`src/rtl/cnn_mac_pipe.sv`:
```
// Pipelined signed multiply-accumulate for conv1: one shifted, narrowed dot-product per
// last-framed stream of (activation, weight) pairs, with a sticky per-frame overflow flag.
module cnn_mac_pipe #(
    parameter int A_W        = 9,
    parameter int B_W        = 14,
    parameter int MUL_STAGES = 2,
    parameter int ACC_W      = 32,
    parameter int OUT_W      = 16,
    parameter int SHIFT      = 0,
    parameter int SAT        = 1
) (
    input  logic             ap_clk,
    input  logic             ap_rst,
    input  logic [A_W-1:0]   din0,
    input  logic [B_W-1:0]   din1,
    input  logic             in_valid,
    input  logic             in_last,
    output logic             in_ready,
    output logic [OUT_W-1:0] dout,
    output logic             dout_valid,
    input  logic             dout_ready,
    output logic             ovf,
    output logic [7:0]       term_cnt
);

    localparam int PW = A_W + B_W;
    localparam int XW = (ACC_W > OUT_W) ? ACC_W : OUT_W;

    localparam logic signed [ACC_W-1:0] ACC_MAX = {1'b0, {(ACC_W-1){1'b1}}};
    localparam logic signed [ACC_W-1:0] ACC_MIN = {1'b1, {(ACC_W-1){1'b0}}};
    localparam logic signed [XW-1:0]    OUT_MAX = XW'({1'b0, {(OUT_W-1){1'b1}}});
    localparam logic signed [XW-1:0]    OUT_MIN = ~OUT_MAX;

    logic signed [PW-1:0]    p_q [MUL_STAGES];
    logic signed [PW-1:0]    p_d [MUL_STAGES];
    logic [MUL_STAGES-1:0]   v_q, v_d, l_q, l_d;
    logic signed [ACC_W-1:0] acc_q, acc_d;
    logic [7:0]              cnt_q, cnt_d;
    logic                    fovf_q, fovf_d;
    logic                    sof_q, sof_d;
    logic [OUT_W-1:0]        dout_q, dout_d;
    logic                    dout_valid_q, dout_valid_d;
    logic                    ovf_q, ovf_d;
    logic [7:0]              term_cnt_q, term_cnt_d;

    logic                    advance, tail_fire, tail_last;
    logic signed [PW-1:0]    prod;
    logic signed [ACC_W-1:0] p_ext, base, acc_new, r_sh;
    logic signed [ACC_W:0]   sum_w;
    logic                    acc_of, out_of, frame_ovf_new;
    logic signed [XW-1:0]    r_x, r_sat;
    logic [OUT_W-1:0]        r_out;
    logic [7:0]              cnt_new;

    // A held result blocks everything upstream, so the whole pipe freezes as one.
    assign advance   = !(dout_valid_q && !dout_ready);
    assign in_ready  = advance;
    assign tail_fire = advance && v_q[MUL_STAGES-1];
    assign tail_last = l_q[MUL_STAGES-1];

    // NOTE: always_comb uses blocking assignments with a default for every target first,
    // so no latch can be inferred; the flops below take only non-blocking assignments.
    always_comb begin
        prod = PW'($signed(din0)) * PW'($signed(din1));
        p_d  = p_q;
        v_d  = v_q;
        l_d  = l_q;
        if (advance) begin
            p_d[0] = prod;
            v_d[0] = in_valid;
            l_d[0] = in_valid && in_last;
            for (int i = 1; i < MUL_STAGES; i++) begin
                p_d[i] = p_q[i-1];
                v_d[i] = v_q[i-1];
                l_d[i] = l_q[i-1];
            end
        end
    end

    always_comb begin
        p_ext  = ACC_W'(p_q[MUL_STAGES-1]);
        base   = sof_q ? '0 : acc_q;
        sum_w  = (ACC_W+1)'(base) + (ACC_W+1)'(p_ext);
        acc_of = sum_w[ACC_W] != sum_w[ACC_W-1];
        if (acc_of && SAT != 0)
            acc_new = sum_w[ACC_W] ? ACC_MIN : ACC_MAX;
        else
            acc_new = sum_w[ACC_W-1:0];
        frame_ovf_new = (!sof_q && fovf_q) || acc_of;
        cnt_new       = sof_q ? 8'd1 : ((cnt_q == 8'hff) ? 8'hff : cnt_q + 8'd1);

        r_sh   = acc_new >>> SHIFT;
        r_x    = XW'(r_sh);
        out_of = (r_x > OUT_MAX) || (r_x < OUT_MIN);
        r_sat  = (r_x > OUT_MAX) ? OUT_MAX : ((r_x < OUT_MIN) ? OUT_MIN : r_x);
        r_out  = (SAT != 0) ? r_sat[OUT_W-1:0] : r_x[OUT_W-1:0];

        acc_d  = acc_q;
        cnt_d  = cnt_q;
        fovf_d = fovf_q;
        sof_d  = sof_q;
        if (tail_fire) begin
            acc_d  = acc_new;
            cnt_d  = cnt_new;
            fovf_d = frame_ovf_new;
            sof_d  = tail_last;
        end

        dout_d       = dout_q;
        ovf_d        = ovf_q;
        term_cnt_d   = term_cnt_q;
        dout_valid_d = dout_valid_q && !dout_ready;
        if (tail_fire && tail_last) begin
            dout_d       = r_out;
            ovf_d        = frame_ovf_new || out_of;
            term_cnt_d   = cnt_new;
            dout_valid_d = 1'b1;
        end
    end

    always_ff @(posedge ap_clk) begin
        if (ap_rst) begin
            v_q          <= '0;
            l_q          <= '0;
            acc_q        <= '0;
            cnt_q        <= '0;
            fovf_q       <= 1'b0;
            sof_q        <= 1'b1;
            dout_q       <= '0;
            dout_valid_q <= 1'b0;
            ovf_q        <= 1'b0;
            term_cnt_q   <= '0;
        end else begin
            v_q          <= v_d;
            l_q          <= l_d;
            acc_q        <= acc_d;
            cnt_q        <= cnt_d;
            fovf_q       <= fovf_d;
            sof_q        <= sof_d;
            dout_q       <= dout_d;
            dout_valid_q <= dout_valid_d;
            ovf_q        <= ovf_d;
            term_cnt_q   <= term_cnt_d;
        end
        // NOTE: product data is left out of reset; the valid tags alone decide whether it is used.
        p_q <= p_d;
    end

    assign dout       = dout_q;
    assign dout_valid = dout_valid_q;
    assign ovf        = ovf_q;
    assign term_cnt   = term_cnt_q;

endmodule

```
`config.mk`:
```
export PLATFORM = sky130hd
export DESIGN_NAME = cnn_mac_pipe
export DESIGN_NICKNAME = d
export VERILOG_FILES = /design/src/rtl/cnn_mac_pipe.sv
export SDC_FILE = /design/constraint.sdc
export NUM_CORES = 1
export LEC_CHECK = 0
export BUFFER_PORTS_ARGS = -buffer_cell sky130_fd_sc_hd__buf_2
export CAP_MARGIN = 20
export CORE_MARGIN = 3
export CORE_UTILIZATION = 55
export DETAILED_ROUTE_END_ITERATION = 12
export PLACE_DENSITY = 0.7
export SLEW_MARGIN = 20
export SYNTH_ARGS = -nofsm -noshare
export SYNTH_HDL_FRONTEND = slang
export SYNTH_SLANG_ARGS = --single-unit
```
`constraint.sdc`:
```
create_clock -name ap_clk -period 7.2 [get_ports ap_clk]
set_input_delay 0.72 -clock ap_clk [delete_from_list [all_inputs] [get_ports ap_clk]]
set_output_delay 0.72 -clock ap_clk [all_outputs]
set_load 0.05 [all_outputs]
```
==> results of run 1 <==
[metal layers]
layer | vias to the layer above | share of wire, % | GRT usage (%)
met2 | 246 | 48 | 37.88
met5 | - | 0 | 0
li1 | 4161 | - | -
met1 | 4073 | 46 | 31.93
met3 | 33 | 4.6 | 2.653
met4 | 0 | 1.6 | 5.918
[registers in the layout, summed over array words and instances (netlist names)]
name	cells
acc_q	32
cnt_q	8
dout	16
dout_valid	1
fovf_q	1
l_q	2
ovf	1
p_ext	23
p_q	23
sof_q	1
term_cnt	8
v_q	2
[cells by family (layout without fill, tap and decap cells)]
logic type | Yosys count | count (layout) | share of synthesized area (%)
adder cells (fa/ha/maj) | 189 | 189 | 28.81
multiplexers | 12 | 12 | 1.152
AND/OR/NAND/NOR | 436 | 436 | 19.43
XOR/XNOR | 47 | 47 | 3.752
buffers and inverters | 184 | 223 | 6.432
AO/OA/AOI/OAI | 232 | 232 | 14.69
flip-flops | 118 | 118 | 25.73
[cell type report]
type / count / area, um2 / share of cell area [%]
clock inverters: 14 / 162.7 / 1.353
repair buffers: 65 / 352.8 / 2.935
flip-flops and latches: 118 / 2823 / 23.48
multi-input cells: 916 / 7447 / 61.95
well taps: 265 / 331.6 / 2.758
clock buffers: 18 / 430.4 / 3.581
inverters: 126 / 473.0 / 3.935
[cell usage after synthesis, types with 3 or more instances]
cell type / instances
o21ai_1: 3
nand2_1: 137
nor3_1: 24
o21a_1: 6
ha_1: 83
and2_1: 53
or2_2: 3
dfxtp_1: 72
mux2i_1: 10
o31a_1: 3
a41oi_1: 3
o22ai_1: 3
a21o_1: 18
nor2_1: 95
fa_1: 106
a211oi_2: 10
and3_1: 8
nand4b_1: 9
nand4_1: 9
xnor2_1: 32
nand3_1: 23
a21oi_1: 81
a22oi_1: 6
edfxtp_1: 46
o21ai_0: 24
or3_1: 5
a21boi_0: 3
xor2_1: 15
clkbuf_1: 53
o21bai_1: 7
nor2b_1: 45
a311oi_1: 7
a211oi_1: 23
nand3b_1: 3
nand2b_1: 16
o211ai_1: 4
a31oi_1: 4
buf_2: 3
inv_1: 126
[cells in the final DEF, fill, tap and decap left out, types with 18 or more instances in the layout]
cell type / instances
ha_1: 83
and2_1: 52
nor2_1: 95
o21ai_0: 24
xnor2_1: 32
a21o_1: 18
a211oi_1: 23
buf_2: 54
a21oi_1: 81
nand3_1: 23
nand2_1: 137
inv_1: 126
fa_1: 106
edfxtp_1: 46
nor2b_1: 45
nor3_1: 24
dfxtp_1: 72
[metrics by stage]
step                util, %  worst slack [ns]  hold WS, ns
floorplan                 -             1.271       0.4003
global placement      58.52            0.9583       0.4003
detailed placement    58.52            0.8690       0.4056
CTS                   61.55             1.145       0.4147
global route          61.56            0.4655       0.4246
finish                61.56             1.077       0.4135
[critical path: stages, from the launching register on]
cell	delay [ns]
dfxtp_1	0.45
nor2b_1	0.20
ha_1	0.21
inv_1	0.06
fa_1	0.37
nor2b_1	0.23
o31ai_1	0.13
a21oi_2	0.43
a21oi_1	0.30
o31a_1	0.34
o21ai_0	0.30
nand2_1	0.16
ha_1	0.39
buf_4	0.34
a2111o_1	0.15
a211oi_1	0.05
a211oi_1	0.36
nand2_1	0.10
nor4_1	0.24
or4b_4	0.51
o31ai_4	0.23
buf_4	0.28
a311oi_1	0.13
[worst paths after layout]
check | endpoint | slack [ns]
worst max register to register | ovf | 1.08
worst min register to register | p_ext[20] | 0.41
worst min-delay path | p_ext[20] | 0.41
worst max-delay path | ovf | 1.08
[power by group through the flow]
stage	registers (mW)	logic (mW)	clock network (mW)
2_1_floorplan	1.01	2.22	0
3_3_place_gp	1.03	2.74	0
3_5_place_dp	1.03	2.79	0
4_1_cts	1.02	2.82	0.866
5_1_grt	1.03	3.23	0.896
6_report	1.02	2.81	0.852
==> results by group, run 1 <==
Layout
  – Fillers: 1733
  – Final net count: 1461
  – ANT cells: 0
  – Final cell count without fillers: 1522
  – Fin area: 0.01202 mm2
  – Area growth syn-to-layout: 9.569%
  – Layout cells sized above 1: 10.10%

Timing
  – RSZ-0062 raised after global routing: no
  – Max-slew violations: 0
  – Fmax: 0.1633 GHz
  – Post-layout min period: 6.123 ns
  – Setup TNS: 0 ns
  – Fin crit share: 85.04%
  – Final Hold Viols: 0
  – Skew final: 0.01213 ns
  – Relative slew slack: 32.92%
  – Final Setup Violations: 0
  – Worst-Margin Slew: 1.004 ns

Synth
  – Yosys cell types: 67
  – Top cell type's share of synthesized area: 19.34%
  – Synth warn: 0
  – Ys async rst share: 0%
  – Syn nets: 1435
  – Area contributors post-synth: fa_1 (19%), dfxtp_1 (13%), edfxtp_1 (13%), ha_1 (9.5%), nand2_1 (4.7%)
  – Synth Cell Area: 0.01097 mm2
  – Number of synthesized register bits: 118
  – Post-synthesis cell count: 1218
  – Ys flop type: dfxtp_1
  – Synth Area per Inst: 9.007 um2
  – Sequential share of the synthesized area: 25.73%
  – Post-synth EDFFs: 46
  – Largest area contributor in the netlist: fa_1

Routing
  – Post-route DRC: 0
  – Starting DRT DRC Count: 555
  – DR vias: 8513
  – Antenna Violating Nets Remaining: 0
  – Drt pass-1 iters: 6
  – Total Wirelength: 23.76 mm
  – DR vias/cell: 5.593
  – DR WL/cell: 15.61 um

GRT
  – Largest net degree at the start of global routing: 73
  – Vias in the first global route: 8448
  – Total GRT Usage: 22.75%
  – Initial antenna violation count: 0
  – Congestion Overflow GR: 0
  – First-pass GRT wire length: 41.20 mm

Floorplan
  – I/O Pins: 55
  – Rows: 51
  – Starting Density: 56.18%
  – Chip height: 147.2 um
  – Die footprint: 0.02168 mm2
  – Core Area: 0.01953 mm2
  – Die X: 147.2 um

Clocking
  – Root buf cell: clkbuf_16
  – Clk_lat worst skew: 0.41 ns
  – CTS tree: built
  – Setup bufs post-CTS: 0
  – H-tree levels: 4
  – Post_cts resized: 0
  – CTS buffer count: 17
  – Clk sink count: 118
  – Clock slew at reported path FFs: 0.06 ns
  – Hold_buf cts: 0
  – Clock buffer depth: 2

Placement
  – Post-DP Area: 0.01143 mm2
  – Post-DP HPWL: 18.09 mm
  – PortBufs: 54
  – Placer Congestion: 0.9698
  – Placed cells: 1490

Power and ir drop
  – P_int: 2.632 mW
  – Pleak: 5.356 nW
  – Clock power share: 18.2%
  – Pwr Total: 4.677 mW
  – Switching fraction of total power: 43.72%
  – Sequential power share: 21.7%
  – Switching Power: 2.045 mW
  – PwrDens: 389.1 mW/mm2
  – Max IR drop VDD: 0.0002143 V
  – Gate power share: 60.0%

Critical path
  – Crit Path Max Fanout: 31
  – Depth of the worst register-to-register path: 22
  – Critical path class: reg2reg
  – Reg-to-reg startpoint: sof_q
  – Critical Path RT: 7.46 ns
  – Worst EP arrival: 6.38 ns
  – Worst setup EP type: flip-flop
  – Critical Path Start Type: flip-flop
  – CP startpoint: sof_q

Hold path
  – Hold Path Origin: p_q[43]
  – Hold Path Cell Cnt: 0
  – Worst hold path class: reg2reg

Outcome
  – Status: finished, final reports clean

Flow run
  – Max-capacitance violation count: 0
Note: power is estimated with default switching activity, not from simulation.
==> inputs of run 2 (changes only) <==
--- a/config.mk
+++ b/config.mk
@@ -11,5 +11,5 @@
 export CORE_UTILIZATION = 55
 export DETAILED_ROUTE_END_ITERATION = 12
-export PLACE_DENSITY = 0.7
+export PLACE_DENSITY = 0.77
 export SLEW_MARGIN = 20
 export SYNTH_ARGS = -nofsm -noshare
==> constraint.sdc (replaced) <==
create_clock -name ap_clk -period 7.2 [get_ports ap_clk]
set_input_delay 1.08 -clock ap_clk [delete_from_list [all_inputs] [get_ports ap_clk]]
set_output_delay 1.08 -clock ap_clk [all_outputs]
set_load 0.05 [all_outputs]
==> run 2 against run 1 <==
Die area unchanged. Sequential power about the same. Non-clock buffer count increased by 3. Core utilization increased by 0.27 points. Worst setup slack worse by 0.51 ns. Critical path depth is 1 higher. Clock-buffer cell count is 3 higher. Cell area increased by 0.44%. Sequential cell count did not move. Global-route usage is 0.48 points lower. Largest cell class unchanged.
==> results by group, run 2 (synthesis results as in run 1) <==
Power and ir drop
  – PwrDens: 392.6 mW/mm2 (+0.90%)
  – Max IR drop VDD: 0.0002023 V (-5.6%)
  – Pleak: 5.377 nW (+0.40%)

Clocking
  – Clock buffer depth: 2 (unchanged)
  – Clk sink count: 118 (unchanged)
  – Root buf cell: clkbuf_16
  – Clk_lat worst skew: 0.42 ns (about the same)
  – CTS tree: built
  – H-tree levels: 4 (unchanged)
  – Post_cts resized: 0 (unchanged)
  – CTS buffer count: 17 (unchanged)
  – Hold_buf cts: 0 (unchanged)
  – Setup bufs post-CTS: 0 (unchanged)
  – Clock slew at reported path FFs: 0.06 ns (about the same)

Timing
  – Max-slew violations: 0 (unchanged)
  – Worst-Margin Slew: 1.026 ns (+0.02167 ns)
  – Setup TNS: 0 ns (unchanged)
  – Fin crit share: 92.06% (+7.0 points)
  – PnR worst setup slack: 0.5714 ns (-0.5056 ns)
  – Final Setup Violations: 0 (unchanged)
  – Final Hold Viols: 0 (unchanged)
  – Fmax: 0.1509 GHz (-7.6%)
  – Post-layout min period: 6.629 ns (+0.5056 ns)
  – Final hold slack: 0.4118 ns (-0.001759 ns)
  – RSZ-0062 raised after global routing: no
  – Relative slew slack: 31.63% (-1.3 points)
  – Skew final: 0.01144 ns (-0.0006938 ns)

Critical path
  – Worst EP arrival: 6.89 ns (+0.51 ns)
  – Crit Path Max Fanout: 16 (-48%)
  – Depth of the worst register-to-register path: 23 (+4.5%)
  – Critical path class: reg2reg
  – Worst setup EP type: flip-flop
  – Crit-path slowest cell: dfxtp_1
  – CP cell instances: buf_4 -> nor2b_1 -> ha_1 -> nand2_1 -> or3_1 -> o21ai_1 -> a31oi_1 -> a21oi_1 -> a21o_1 -> a21oi_1 -> xnor2_1 -> ha_1 -> inv_1 -> nand2_1 -> or3_1 -> a211oi_1 -> a311oi_1 -> nand2_1 -> nor4_1 -> or4b_4 -> o31ai_4 -> buf_4 -> a311oi_1
  – Critical Path Start Type: flip-flop
  – Critical Path RT: 7.46 ns (about the same)
  – CP dominant cell by count: nand2_1
  – Critical Path Max Stage Delay: 0.71 ns (+0.20 ns)

Layout
  – Layout cells sized above 1: 10.24% (+0.13 points)
  – Highest-count cells in the layout ignoring fill and taps: nand2_1 (137), inv_1 (126), fa_1 (106)
  – Most common cell after layout, fill and taps aside: nand2_1
  – ANT cells: 0 (unchanged)
  – Final cell count without fillers: 1525 (+0.20%)
  – Area growth syn-to-layout: 10.05%
  – Top reg by flops: acc_q
  – Final net count: 1464 (+0.21%)
  – Max FFs per register: 32 (unchanged)

Placement
  – Placed cells: 1493 (+0.20%)
  – PortBufs: 54 (unchanged)
  – Placer Congestion: 0.9310 (-4.0%)
  – Placement Setup Slack: 0.5283 ns (-0.3407 ns)
  – Post-DP HPWL: 17.74 mm (-1.9%)

GRT
  – Congestion Overflow GR: 0 (unchanged)
  – First-pass GRT wire length: 39.96 mm (-3.0%)
  – Vias in the first global route: 8358 (-1.1%)
  – Total GRT Usage: 22.27% (-0.48 points)
  – Largest net degree at the start of global routing: 73 (unchanged)
  – Initial antenna violation count: 0 (unchanged)

Routing
  – DR vias/cell: 5.565 (-0.50%)
  – Post-route DRC: 0 (unchanged)
  – DR vias: 8487 (-0.31%)
  – DR WL/cell: 15.33 um (-1.8%)
  – Total Wirelength: 23.38 mm (-1.6%)
  – Starting DRT DRC Count: 409 (-26%)
  – Antenna Violating Nets Remaining: 0 (unchanged)
  – Drt pass-1 iters: 5 (-1)

Floorplan
  – Die X: 147.2 um (unchanged)
  – Die footprint: 0.02168 mm2 (unchanged)
  – Starting Density: 56.18% (unchanged)
  – I/O Pins: 55 (unchanged)
  – Rows: 51 (unchanged)
  – Chip height: 147.2 um (unchanged)
  – Core Area: 0.01953 mm2 (unchanged)

Hold path
  – Worst hold path class: reg2reg
  – Hold Path Cell Cnt: 0 (unchanged)

Flow run
  – Max-capacitance violation count: 0 (unchanged)

Outcome
  – Status: finished, final reports clean
run 2: changes by cell type in the layout (fill, tap and decap cells not counted), moves of 2 or more:
cell and change:
clkbuf_16 +2, inv_4 -2, inv_8 -2, buf_4 +3
run 2: path summary, 6_finish.rpt:
kind / from / to / slack (ns)
hold reg to reg: p_q[37] / p_ext[14] / 0.41
setup reg to reg: sof_q / ovf / 0.57
setup / recovery: sof_q / ovf / 0.57
hold / removal: p_q[37] / p_ext[14] / 0.41
run 2: final cells by class:
class | count | area [um2]
clock buffers | 21 | 493.0
clock inverters | 11 | 131.4
fillers | 1710 | 7453
inverters | 126 | 473.0
multi-input cells | 916 | 7446
flip-flops and latches | 118 | 2823
well taps | 265 | 331.6
repair buffers | 68 | 375.4
run 2: metrics by stage:
| stage | utilization [%] | cell area (um2) | power (mW) |
|---|---|---|---|
| final | 61.83 | 12070 | 4.739 |
| after global routing | 61.83 | 12070 | 5.185 |
| after CTS | 61.83 | 12070 | 4.756 |
| after detailed placement | 58.63 | 11450 | 3.839 |
| after global placement | 58.63 | 11450 | 3.759 |
| after floorplan | - | 10970 | 3.223 |
run 2: critical path, delay by kind of cell (launching register included):
| family | cells | cell delay [ns] |
|---|---|---|
| AOI/OAI and AO/OA | 9 | 2.11 |
| xor gates and xnor gates | 1 | 0.17 |
| adders and majority gates | 2 | 0.93 |
| buffers and inverters | 3 | 0.74 |
| DFF | 1 | 0.71 |
| and+or+nand+nor | 8 | 1.77 |
run 2: per-layer routing:
metal	track usage [%]	wire length (um)	vias up
met1	29.91	10660	4055
met2	37.49	11210	234
met5	0	0	-
li1	-	-	4170
met3	3.640	1145	28
met4	6.524	359	0
run 2: where the power goes:
group / switching, mW / total [mW] / internal [mW] / leakage (nW)
combinational: 1.67 / 2.84 / 1.17 / 4.00
clock: 0.317 / 0.881 / 0.565 / 0.306
sequential: 0.0587 / 1.02 / 0.957 / 1.07
total: 2.05 / 4.74 / 2.69 / 5.38
==> inputs of run 3 (changes only) <==
Settings changed: MAX_ROUTING_LAYER set to met4, PLACE_DENSITY 0.77 to 0.79.
==> run 3 against run 2 <==
Largest power group unchanged. Critical path type unchanged. Worst setup slack gained 0.059 ns. Critical endpoint is now dout[8]. Combinational power is essentially flat. Routed wire length grew 0.85%. Non-clock buffer count is the same. Highest routed layer unchanged. Sequential cell count is the same. Power shrank 1.7%. Register-to-register slack gained 0.06 ns.
==> results by group, run 3 (synthesis results as in run 1) <==
Outcome
  – Status: finished, final reports clean

Clocking
  – Clock buffer depth: 2 (unchanged)
  – CTS tree: built
  – Root buf cell: clkbuf_16
  – Post_cts resized: 0 (unchanged)
  – H-tree levels: 4 (unchanged)
  – CTS buffer count: 17 (unchanged)
  – Clk sink count: 118 (unchanged)
  – Hold_buf cts: 0 (unchanged)
  – Clk_lat worst skew: 0.42 ns (about the same)
  – Clock slew at reported path FFs: 0.06 ns (about the same)
  – Setup bufs post-CTS: 0 (unchanged)

Critical path
  – Worst EP arrival: 6.91 ns (+0.02 ns)
  – Depth of the worst register-to-register path: 22 (-4.3%)
  – Critical Path RT: 7.54 ns (+0.08 ns)
  – CP startpoint: sof_q
  – Crit Path Max Fanout: 16 (unchanged)
  – Crit path to: dout[8]
  – Worst setup EP type: flip-flop
  – R2R Path End: dout[8]
  – Reg-to-reg startpoint: sof_q
  – R2R setup slack: 0.63 ns (+0.06 ns)
  – Critical Path Start Type: flip-flop
  – Critical path class: reg2reg

Routing
  – DR WL/cell: 15.46 um (+0.85%)
  – Total Wirelength: 23.58 mm (+0.85%)
  – DR vias/cell: 5.617 (+0.93%)
  – Drt pass-1 iters: 5 (unchanged)
  – DR vias: 8566 (+0.93%)
  – Post-route DRC: 0 (unchanged)
  – Starting DRT DRC Count: 513 (+25%)
  – Antenna Violating Nets Remaining: 0 (unchanged)

Floorplan
  – Die footprint: 0.02168 mm2 (unchanged)
  – Core Area: 0.01953 mm2 (unchanged)
  – Rows: 51 (unchanged)
  – Starting Density: 56.18% (unchanged)
  – I/O Pins: 55 (unchanged)
  – Die X: 147.2 um (unchanged)
  – Chip height: 147.2 um (unchanged)

Timing
  – Max-slew violations: 0 (unchanged)
  – Post-layout min period: 6.569 ns (-0.05947 ns)
  – RSZ-0062 raised after global routing: no
  – Relative slew slack: 28.60% (-3.0 points)
  – Fmax: 0.1522 GHz (+0.91%)
  – Final Setup Violations: 0 (unchanged)
  – Skew final: 0.007135 ns (-0.004301 ns)
  – Final Hold Viols: 0 (unchanged)
  – Setup TNS: 0 ns (unchanged)
  – PnR worst setup slack: 0.6309 ns (+0.05947 ns)
  – Fin crit share: 91.24% (-0.83 points)
  – Worst-Margin Slew: 1.071 ns (+0.04552 ns)

Power and ir drop
  – Pleak: 5.350 nW (-0.49%)
  – Pwr Total: 4.658 mW (-1.7%)
  – Max IR drop VDD: 0.0001828 V (-9.6%)
  – PwrDens: 387.9 mW/mm2 (-1.2%)

Layout
  – Layout cells sized above 1: 10.32% (+0.079 points)
  – Top reg by flops: acc_q
  – ANT cells: 0 (unchanged)
  – Final net count: 1464 (unchanged)
  – Max FFs per register: 32 (unchanged)
  – Area growth syn-to-layout: 9.466%
  – Most common cell after layout, fill and taps aside: nand2_1
  – Highest-count cells in the layout ignoring fill and taps: nand2_1 (137), inv_1 (126), fa_1 (106)

GRT
  – Vias in the first global route: 8474 (+1.4%)
  – Total GRT Usage: 23.19% (+0.91 points)
  – Largest net degree at the start of global routing: 73 (unchanged)
  – Initial antenna violation count: 0 (unchanged)
  – Congestion Overflow GR: 0 (unchanged)
  – First-pass GRT wire length: 40.61 mm (+1.6%)

Placement
  – Placement Setup Slack: 0.5234 ns (-0.004849 ns)
  – PortBufs: 54 (unchanged)
  – Placer Congestion: 1.007 (+8.2%)
  – Post-DP HPWL: 17.91 mm (+0.96%)

Hold path
  – Worst hold path class: reg2reg

Flow run
  – Max-capacitance violation count: 0 (unchanged)
run 3: where the power goes:
group          switching (mW)  leakage (nW)  total, mW  internal (mW)
Sequential             0.0604          1.07       1.02          0.956
Combinational            1.67          4.00       2.85           1.18
Clock                   0.313         0.280      0.787          0.474
Total                    2.05          5.35       4.66           2.61
run 3: layer usage:
| layer | track usage, % | routed length [um] |
|---|---|---|
| met4 | 7.036 | 446 |
| met1 | 30.71 | 10670 |
| met2 | 37.30 | 11240 |
| met5 | - | 0 |
| met3 | 3.424 | 1225 |
run 3: how the worst min path moves through the flow:
stage / startpoint / to / slack (ns) / depth (start not counted)
after floorplan: p_q[23] / p_ext[0] / 0.40 / 0
after global placement: p_q[33] / p_ext[10] / 0.40 / 0
after detailed placement: p_q[24] / p_ext[1] / 0.40 / 0
after CTS: p_q[24] / p_ext[1] / 0.41 / 0
after global routing: p_q[24] / p_ext[1] / 0.42 / 0
final: p_q[24] / p_ext[1] / 0.41 / 0
run 3: worst max-delay path: stages (launching register included):
cell and delay [ns]:
dfxtp_1 0.68, buf_4 0.26, nor2b_1 0.06, ha_1 0.39
o21ai_1 0.12, a21o_1 0.24, nor3_2 0.44, a21oi_1 0.28
o31a_1 0.35, o21ai_0 0.33, nand2_1 0.17, ha_1 0.42
inv_1 0.14, nand2_1 0.07, or3_1 0.32, a211oi_1 0.23
a311oi_1 0.10, buf_4 0.16, nor2_1 0.11, nand4_1 0.12
o311ai_2 0.91, nand4b_1 0.29, a211oi_2 0.28
run 3: layout make-up:
type,instances,area (um2)
Clock buffer,20,469.2
Clock inverter,12,91.34
Fill cell,1660,7517
Inverter,126,473.0
Multi-Input combinational cell,916,7446
Sequential cell,118,2823
Tap cell,265,331.6
Timing Repair Buffer,68,375.4
run 3: stage by stage:
step	cells	hold WS [ns]	utilization (%)	cell area [um2]
floorplan	1218	0.4003	-	10970
global placement	1493	0.4009	58.63	11450
detailed placement	1493	0.4045	58.63	11450
CTS	1525	0.4121	61.50	12010
global route	1525	0.4186	61.50	12010
finish	1525	0.4114	61.50	12010
